`config.mk`:
```
export PLATFORM = sky130hd
export DESIGN_NAME = mux_8_to_1
export DESIGN_NICKNAME = d
export VERILOG_FILES = /design/src/rtl/mux_8_to_1.sv
export SDC_FILE = /design/constraint.sdc
export NUM_CORES = 1
export LEC_CHECK = 0
export BUFFER_PORTS_ARGS = -buffer_cell sky130_fd_sc_hd__buf_4
export CAP_MARGIN = 30
export CORE_AREA = 2 2 39 41
export DETAILED_ROUTE_END_ITERATION = 12
export DIE_AREA = 0 0 41 43
export SYNTH_ARGS = -nofsm -noshare
export SYNTH_HDL_FRONTEND = slang
export SYNTH_SLANG_ARGS = --single-unit
```
`constraint.sdc`:
```
create_clock -name clk -period 1.08 [get_ports clk]
set_input_delay 0 -clock clk [delete_from_list [all_inputs] [get_ports clk]]
set_output_delay 0 -clock clk [all_outputs]
set_load 0.02 [all_outputs]
```
`src/rtl/mux_8_to_1.sv`:
```
// mux_8_to_1: picks one bit of an 8-bit vector by a 3-bit select.
// A combinational copy gives zero-latency selection; a registered,
// valid-qualified copy gives a clock-aligned sample for synchronous logic.
module mux_8_to_1 #(
    parameter int unsigned NUM_IN = 8,
    parameter int unsigned SEL_W  = 3
) (
    input  logic              clk,
    input  logic              rst,
    input  logic [NUM_IN-1:0] in,
    input  logic [SEL_W-1:0]  sel,
    input  logic              en,
    output logic              out,
    output logic              out_q,
    output logic [SEL_W-1:0]  sel_q,
    output logic              out_valid
);

    // One-hot decode of sel. A shift keeps X/Z on sel propagating to every
    // decode bit, so out goes X instead of silently picking an input.
    logic [NUM_IN-1:0] sel_onehot;
    logic [NUM_IN-1:0] sel_base;

    assign sel_base = {{(NUM_IN - 1) {1'b0}}, 1'b1};

    // Decode the select into a one-hot mask.
    always_comb begin
        sel_onehot = sel_base << sel;
    end

    // Combinational selection: AND-OR of the input bus with the one-hot mask.
    always_comb begin
        out = |(in & sel_onehot);
    end

    // Registered sample: reset wins over en; en=0 holds all state.
    always_ff @(posedge clk) begin
        if (rst) begin
            out_q     <= 1'b0;
            sel_q     <= '0;
            out_valid <= 1'b0;
        end else if (en) begin
            out_q     <= out;
            sel_q     <= sel;
            out_valid <= 1'b1;
        end
    end

endmodule

```
# [Word-level counts from Yosys, hierarchy flattened]
# Index checks and enable logic that the tools add are counted.
[totals] out_inout_bits=6 ff_bits=5 word_cells=6
[op_classes] n_reduce_logical=1 n_bitwise=1 shifts=1
[op_table] operator="8-bit AND" n=1
[op_table] operator="8-bit OR reduction" n=1
[op_table] operator="1-bit by 3-bit << shifter with 8-bit output (first input constant)" n=1

# [Logic depth before layout (Yosys ltp)]
# Gate-level depths: netlist (run 1).
[depth] ltp_word=3 ltp_mapped=4 ltp_nobuf=3

# [Least setup slack after synthesis (run 1)]
# Ideal clock, no wire load.
[synth_path] path_type="in2reg" from="in sel[2]" to="reg out_q" arrival_time_ns=0.891 n_path_buf=1 setup_slack_ns=0.110 required_ns=1.001 path_stages=4 setup_time_ns=0.079 path_cell_list="buf_6 > mux2i_1 > mux4_2 > a211oi_2"
[synth_between] elab_chain_len=3
[synth_lines] element="from (decl)" line_no="11" text="input logic [SEL_W-1:0] sel,"
[synth_lines] element="1-bit by 3-bit << shifter with 8-bit output" line_no="28" text="sel_onehot = sel_base << sel;"
[synth_lines] element="8-bit AND" line_no="33" text="out = |(in & sel_onehot);"
[synth_lines] element="8-bit OR reduction" line_no="33"
[synth_lines] element="to (signal assigned)" line_no="43" text="out_q <= out;"
[synth_lines] element="to (decl)" line_no="14" text="output logic out_q,"
# No other way between the ends.
# A chain may end at the register's enable or synchronous reset.

# [Worst setup path after layout (run 1)]
[layout_path] from="in sel[2]" to="out out"
[layout_between] elab_chain_len=3
[layout_lines] element="1-bit by 3-bit << shifter with 8-bit output" line_no="28"
[layout_lines] element="8-bit AND" line_no="33"
[layout_lines] element="8-bit OR reduction" line_no="33"
[layout_lines] element="to (decl)" line_no="13" text="output logic out,"
# No other way between the ends.

==> results.tsv, run 1 <==
metric	value	unit
rows	14	
power-per-cell-area	1250	mW/mm²
post-route-util	31.8	%
slowest_stage	mux4_2	
critical_path.most_common_cell	buf_4	
first_pass_iters	4	
die_area	0.00176	mm²
pwr-share-comb	25.2	%
fmax	1070	MHz
die_w	41	µm
slew_violations	0	
synth_cells	23	
final_cell_mix	buf_4 (19), mux2i_1 (7), nor2_1 (6)	
antenna_found_initial	0	
io_pins	20	
status	finished, final reports clean	
p_sw	135	µW
fin_worst_skew	0	ns
cts_buffer_depth	2	
hold_class	input pin to flip-flop	
ant_nets	0	
max_cap_violations	0	
seq_area_frac_synth	40.6	%
hold_slack	0.0250	ns
io_buffers	19	
p_seq_share	36.9	%
critPathCapture	out	
finalCriticalPeriod	0.932	ns
nNetsFinal	61	
leakage	0.224	nW
grt_setup_unrepaired	false	
r2r-start	out_q	
cts_tree	yes	
synth_fp_nets	37	
p_total	553	µW
finalHoldViolations	0	
rr_worst_depth	2	
synth_cell_types	8	
fill_cells	153	
grt_overflow	0	
htreeDepth	1	
cp_slowest_stage_delay	0.48	ns
fp.dieH	43	µm
regToRegEndpoint	out_q	
tightestPinTransition	0.126	ns
critPathLaunchType	input pin	
via_per_inst	4.00	
ir_worst_vdd	0.688	mV
cts_inserted_buffers	3	
p_int	418	µW
post_cts_buffers	0	
grt_pass1_wl	897	µm
maxSlewHeadroom	91.4	%
ys_ff_latch	5	
period_share	86.3	%
layout-drive-gt1-share	52.2	%
crit_type	input pin to output pin	
cts.repair.resized	0	
worstPathCellList	buf_4 -> mux2i_1 -> mux4_2 -> inv_1 -> buf_4	
initial_core_util	17.8	%
cts_num_sinks	5	
grtUsageTotal	7.64	%
cp_max_fo	5	
core-area	0.00138	mm²
wire_per_inst	9.40	µm
area_growth	78.7	%
postSynthAreaPerCell	10.7	µm²
cts.clk_slew.worst_paths	0.04	ns
cp.arrival	0.93	ns
required	1.08	ns
setup_violations	0	
clkPwrFrac	37.8	%
yosys_warnings	0	
diodes	0	
gp_congestion	0.642	
vias	248	
grt_start_max_net_pins	7	
drcViolationCount	0	
cp-end-kind	output pin	
swShare	24.4	%
r2r_setup_slack	0.45	ns
routed_wl	583	µm
drt-initial-drc-count	1	
grt_pass1_vias	240	
fin_setup_tns	0	ns
critPathLaunch	sel[2]	
dpl.hpwl	479	µm
root_buffer	clkbuf_4	
clk_latency	0.24	ns
final_common_cell	buf_4	
syn_area	246	µm²
-- metrics by stage --
| step | worst slack (ns) | instance area [µm²] | cells |
|---|---|---|---|
| 6_report | 0.148 | 440 | 62 |
| 5_1_grt | 0.0945 | 440 | 62 |
| 2_1_floorplan | 0.110 | 246 | 23 |
| 4_1_cts | 0.137 | 440 | 62 |
| 3_5_place_dp | 0.0328 | 394 | 56 |
| 3_3_place_gp | 0.0566 | 394 | 56 |
-- critical path, delay by kind of cell --
kind	cells	cell delay [ns]
mux	2	0.59
buf+inv	3	0.34
-- synth_stat cells --
| cell | count | area share (%) |
|---|---|---|
| a211oi_2 | 1 | 5.1 |
| buf_6 | 1 | 4.6 |
| clkbuf_1 | 1 | 1.5 |
| dfxtp_1 | 5 | 41 |
| inv_1 | 1 | 1.5 |
| mux2i_1 | 7 | 28 |
| mux4_2 | 1 | 9.1 |
| nor2_1 | 6 | 9.1 |
-- metal layers --
metal  global-route usage [%]  wire length (µm)
met5                        0                 0
met2                     12.5               293
met1                     7.74               219
met3                     4.71                70
met4                     2.00                 0
-- cell families after synthesis --
kind of cell,Yosys count,share of synthesized area (%)
DFF,5,40.6
and+or+nand+nor,6,9.14
buffers and inverters,3,7.61
AOI/OAI and AO/OA,1,5.08
muxes,8,37.6
-- power groups by stage --
stage / Sequential [mW] / Combinational, mW / Clock, mW
finish: 0.204 / 0.139 / 0.209
CTS: 0.204 / 0.142 / 0.221
detailed placement: 0.207 / 0.136 / 0
global route: 0.205 / 0.152 / 0.233
global placement: 0.207 / 0.136 / 0
floorplan: 0.222 / 0.0536 / 0
-- sequential cells by signal, summed over array words and instances (netlist names) --
register and flops:
out_q 1, out_valid 1, sel_q 3
-- worst min-delay path by stage --
stage / start / endpoint / depth (start not counted)
floorplan: rst / out_q / 1
global placement: rst / out_q / 2
detailed placement: rst / out_q / 2
CTS: sel[0] / sel_q[0] / 3
global route: sel[0] / sel_q[0] / 3
finish: sel[0] / sel_q[0] / 3
-- layout make-up --
cell class | count | area (µm²) | share of cell area, %
Clock buffer | 4 | 26.3 | 5.97
Inverter | 1 | 3.75 | 0.852
Timing Repair Buffer | 21 | 163 | 36.9
Tap cell | 16 | 20.0 | 4.55
Multi-Input combinational cell | 15 | 128 | 29.0
Sequential cell | 5 | 100 | 22.7
-- repair_timing --
action | CTS | global route
endpoints found under the setup margin | 0 | 0
hold endpoints to repair | 5 | 0
hold buffers | 2 | 0
(Power assumes the default switching activity.)
==> run 2, diff against run 1 <==
- PLACE_DENSITY_LB_ADDON: not set -> 0.2
==> run 2 against run 1 <==
Compared with the run above: cell count shrank 1.6%; clock skew unchanged; hold slack got worse by 0.013 ns; sequential share of layout area grew 0.53 points; flip-flop and latch count unchanged; die area did not move; core utilization is 0.72 points lower; wire length rose by 7.7%; design area decreased by 2.3%; non-clock buffer count fell by 1; critical endpoint unchanged; largest cell class unchanged; largest power group unchanged.
==> results.tsv, run 2 (same netlist as run 1, synthesis figures left out) <==
metric	value	unit	change
grt_overflow	0		unchanged
status	finished, final reports clean		
top_regs	sel_q x3, out_q x1, out_valid x1		
ant_nets	0		unchanged
placed_area	394	µm²	unchanged
maxSlewHeadroom	90.8	%	-0.52 points
worstPathCellList	buf_4 -> mux2i_1 -> mux4_2 -> inv_1 -> buf_4		
grtUsageTotal	8.45	%	+0.81 points
cp_max_fo	5		unchanged
fin_setup_tns	0	ns	unchanged
seqCellArea	100	µm²	unchanged
cts_inserted_buffers	3		unchanged
required	1.08	ns	about the same
cts_num_sinks	5		unchanged
slew_violations	0		unchanged
wire_per_inst	10.3	µm	+9.5%
setup_ws	0.148	ns	-0.000501 ns
final_common_cell	buf_4		
antenna_found_initial	0		unchanged
cp.arrival	0.93	ns	about the same
detailedPlace.worstSlack	0.0216	ns	-0.0111 ns
die_area	0.00176	mm²	unchanged
cts_tree	yes		
slowest_stage	mux4_2		
dpl.cell_count	56		unchanged
grt_setup_unrepaired	false		
routed_wl	628	µm	+7.7%
area_growth	74.6	%	
crit_buf_inv	3		unchanged
fill_cells	144		-5.9%
grt_pass1_wl	924	µm	+3.0%
gp_congestion	0.607		-5.4%
hold_path_depth	2		-1
grt_pass1_vias	223		-7.1%
drcViolationCount	0		unchanged
grt_start_max_net_pins	7		unchanged
tightestPinTransition	0.134	ns	+0.00757 ns
first_pass_iters	3		-1
critPathLaunchType	input pin		
regMostFlops	sel_q		
hold_slack	0.0123	ns	-0.0127 ns
ir_worst_vdd	0.490	mV	-29%
diodes	0		unchanged
setup_violations	0		unchanged
post_cts_buffers	0		unchanged
htreeDepth	1		unchanged
clk_latency	0.24	ns	about the same
finalHoldViolations	0		unchanged
fp.dieH	43	µm	unchanged
final_cells	61		-1.6%
crit_type	input pin to output pin		
cp_num_cells	5		unchanged
cts_buffer_depth	2		unchanged
period_share	86.3	%	about the same
leakage	0.220	nW	-1.9%
cts.clk_slew.worst_paths	0.04	ns	about the same
initial_core_util	17.8	%	unchanged
core-area	0.00138	mm²	unchanged
layout-drive-gt1-share	53.3	%	+1.2 points
multi_input_area	128	µm²	unchanged
p_total	557	µW	+0.82%
rows	14		unchanged
fmax	1070	MHz	about the same
via_per_inst	4.03		+0.82%
critical_path.most_common_cell	buf_4		
final_cell_mix	buf_4 (19), mux2i_1 (7), nor2_1 (6)		
rr_worst_depth	2		unchanged
fin_area	430	µm²	-2.3%
vias	246		-0.81%
cp-end-kind	output pin		
finalCriticalPeriod	0.932	ns	+0.000501 ns
hold_class	input pin to flip-flop		
io_buffers	19		unchanged
nNetsFinal	60		-1.6%
drt-initial-drc-count	4		+3
io_pins	20		unchanged
root_buffer	clkbuf_4		
cp_top_family	multiplexers		
cp_slowest_stage_delay	0.49	ns	about the same
die_w	41	µm	unchanged
power-per-cell-area	1290	mW/mm²	+3.2%
max_cap_violations	0		unchanged
largest_reg_flops	3		unchanged
post-route-util	31.1	%	-0.72 points
fin_worst_skew	0	ns	unchanged
==> run 2: final cells by class <==
type / instances / area share, %
timing repair buffer: 20 / 35.5
multi-input combinational: 15 / 29.7
sequential: 5 / 23.3
clock buffer: 4 / 6.10
tap: 16 / 4.65
inverter: 1 / 0.872
==> run 2: path summary, 6_finish.rpt <==
| check | from | end | slack (ns) |
|---|---|---|---|
| worst max-delay path | sel[2] | out | 0.15 |
| worst min register to register | out_valid | out_valid | 0.47 |
| worst min-delay path | en | out_q | 0.01 |
| worst max register to register | out_q | out_q | 0.43 |
==> run 2: repair_timing <==
item                      4_1_cts  5_1_grt
hold buffers                    1        0
gates resized for setup         0        0
hold endpoints to repair        5        0
==> run 2: report_power, final <==
group	leakage, nW	switching [mW]	internal (mW)
clock network	0.0150	0.0757	0.140
logic	0.164	0.0593	0.0780
registers	0.0415	0.00661	0.198
total	0.220	0.142	0.415
==> run 2: worst register-to-register path, delay by kind of cell (launching register included) <==
family | cells | cell delay, ns
compound gates | 1 | 0.19
flops | 1 | 0.33
simple gates | 1 | 0.05
==> run 2: routing by layer <==
layer | vias up | part of all wire [%] | GRT usage (%)
met5 | - | 0 | 0
met4 | 0 | 0 | 6.00
met3 | 0 | 7.5 | 4.71
met2 | 9 | 55 | 11.9
met1 | 113 | 37 | 9.06
li1 | 124 | - | -
==> run 3, diff against run 2 <==
- REMOVE_ABC_BUFFERS: not set -> 1
==> run 3 against run 2 <==
Compared with the run above: global-route usage hardly changed; hold slack improved by 0.024 ns; sequential share of layout area down 0.53 points; flip-flop and latch count unchanged; power down 0.45%; non-clock buffer count rose by 1; setup slack got worse by 0.010 ns; cell count increased by 1.6%; critical endpoint unchanged.
==> results.tsv, run 3 (same netlist as run 1, synthesis figures left out) <==
metric	value	unit	change
status	finished, final reports clean		
cts.repair.resized	0		unchanged
layout-drive-gt1-share	52.2	%	-1.2 points
clkPwrFrac	37.8	%	-0.8 points
hold_class	input pin to flip-flop		
grt_pass1_vias	237		+6.3%
pwr-share-comb	25.3	%	+0.6 points
fin_worst_skew	0	ns	unchanged
dpl.hpwl	507	µm	
ir_worst_vdd	0.506	mV	+3.2%
rows	14		unchanged
top_regs	sel_q x3, out_q x1, out_valid x1		
cts_num_sinks	5		unchanged
io_pins	20		unchanged
finalCriticalPeriod	0.942	ns	+0.0100 ns
slew_violations	0		unchanged
ant_nets	0		unchanged
grtUsageTotal	8.44	%	-0.0085 points
grt_overflow	0		unchanged
critical_path.most_common_cell	buf_4		
maxSlewHeadroom	90.4	%	-0.47 points
nNetsFinal	61		+1.7%
fp.dieH	43	µm	unchanged
setup_ws	0.138	ns	-0.0100 ns
routed_wl	607	µm	-3.3%
cp.arrival	0.94	ns	about the same
max_cap_violations	0		unchanged
worstPathCellList	buf_4 -> mux2i_1 -> mux4_2 -> inv_1 -> buf_4		
setup_violations	0		unchanged
cts_inserted_buffers	3		unchanged
htreeDepth	1		unchanged
wire_per_inst	9.79	µm	-4.9%
final_common_cell	buf_4		
post-route-util	31.8	%	+0.72 points
fmax	1060	MHz	-1.1%
die_w	41	µm	unchanged
drcViolationCount	0		unchanged
drt-initial-drc-count	1		-3
via_per_inst	3.97		-1.6%
cp_slowest_stage_delay	0.48	ns	about the same
die_area	0.00176	mm²	unchanged
p_total	555	µW	-0.45%
cts_buffer_depth	2		unchanged
io_buffers	19		unchanged
crit_type	input pin to output pin		
finalHoldViolations	0		unchanged
clk_latency	0.24	ns	about the same
grt_start_max_net_pins	7		unchanged
largest_reg_flops	3		unchanged
cp-end-kind	output pin		
first_pass_iters	2		-1
cp_max_fo	5		unchanged
slowest_stage	mux4_2		
final_cell_mix	buf_4 (19), mux2i_1 (7), nor2_1 (6)		
regToRegEndpoint	out_q		
fin_setup_tns	0	ns	unchanged
swShare	24.7	%	-0.73 points
gp_congestion	0.619		+2.0%
post_cts_buffers	0		unchanged
antenna_found_initial	0		unchanged
power-per-cell-area	1260	mW/mm²	-2.7%
hold_slack	0.0364	ns	+0.0241 ns
r2r_setup_slack	0.45	ns	+0.02 ns
crit_buf_inv	3		unchanged
core-area	0.00138	mm²	unchanged
p_seq_share	36.9	%	+0.2 points
initial_core_util	17.8	%	unchanged
p_int	418	µW	+0.52%
cp_num_cells	5		unchanged
hold_path_depth	3		+1
critPathLaunchType	input pin		
regMostFlops	sel_q		
vias	246		unchanged
critPathLaunch	sel[2]		
cts.clk_slew.worst_paths	0.04	ns	about the same
p_sw	137	µW	-3.3%
r2r-start	out_q		
area_growth	78.7	%	
detailedPlace.worstSlack	0.0256	ns	+0.00400 ns
grt_setup_unrepaired	false		
rr_worst_depth	2		unchanged
leakage	0.224	nW	+1.9%
grt_pass1_wl	924	µm	unchanged
cts_tree	yes		
required	1.08	ns	about the same
period_share	87.2	%	+0.93 points
critPathCapture	out		
cp_top_family	multiplexers		
diodes	0		unchanged
tightestPinTransition	0.140	ns	+0.00679 ns
root_buffer	clkbuf_4		
hold_buffers	1		unchanged
run 3: cell count changes in the layout (fill, tap and decap cells not counted), sizes merged:
| cell | before | now |
|---|---|---|
| dlygate4sd3 | 1 | 2 |
run 3: metrics by stage:
| step | std cells | cell area, µm² |
|---|---|---|
| finish | 62 | 440 |
| global route | 62 | 440 |
| CTS | 61 | 430 |
| detailed placement | 56 | 394 |
| global placement | 56 | 394 |
| floorplan | 21 | 231 |
run 3: how the worst min path moves through the flow:
stage / end / slack, ns / startpoint
global route: sel_q[1] / 0.05 / sel[1]
finish: sel_q[0] / 0.04 / sel[0]
CTS: out_q / 0.003 / en
global placement: out_q / 0.20 / rst
floorplan: out_q / 0.06 / rst
detailed placement: out_q / 0.20 / rst
run 3: tightest hold or removal path, cell delays in order:
cell	delay, ns
buf_4	0.09
mux2i_1	0.06
nor2_1	0.09
run 3: area by class of cell:
cell class	count	area, µm²
Tap cell	16	20.0
Fill cell	153	943
Inverter	1	3.75
Multi-Input combinational cell	15	128
Clock buffer	4	26.3
Sequential cell	5	100
Timing Repair Buffer	21	163
run 3: power by group through the flow:
stage | clock (mW) | sequential [mW] | combinational (mW)
detailed placement | 0 | 0.207 | 0.136
global route | 0.247 | 0.205 | 0.151
CTS | 0.224 | 0.204 | 0.140
floorplan | 0 | 0.222 | 0.0429
finish | 0.210 | 0.204 | 0.140
global placement | 0 | 0.207 | 0.135
run 3: metal layers:
metal	GRT usage, %	wire, µm
met2	12.5	336
met5	0	0
met4	8.00	0
met1	7.42	213
met3	4.71	57
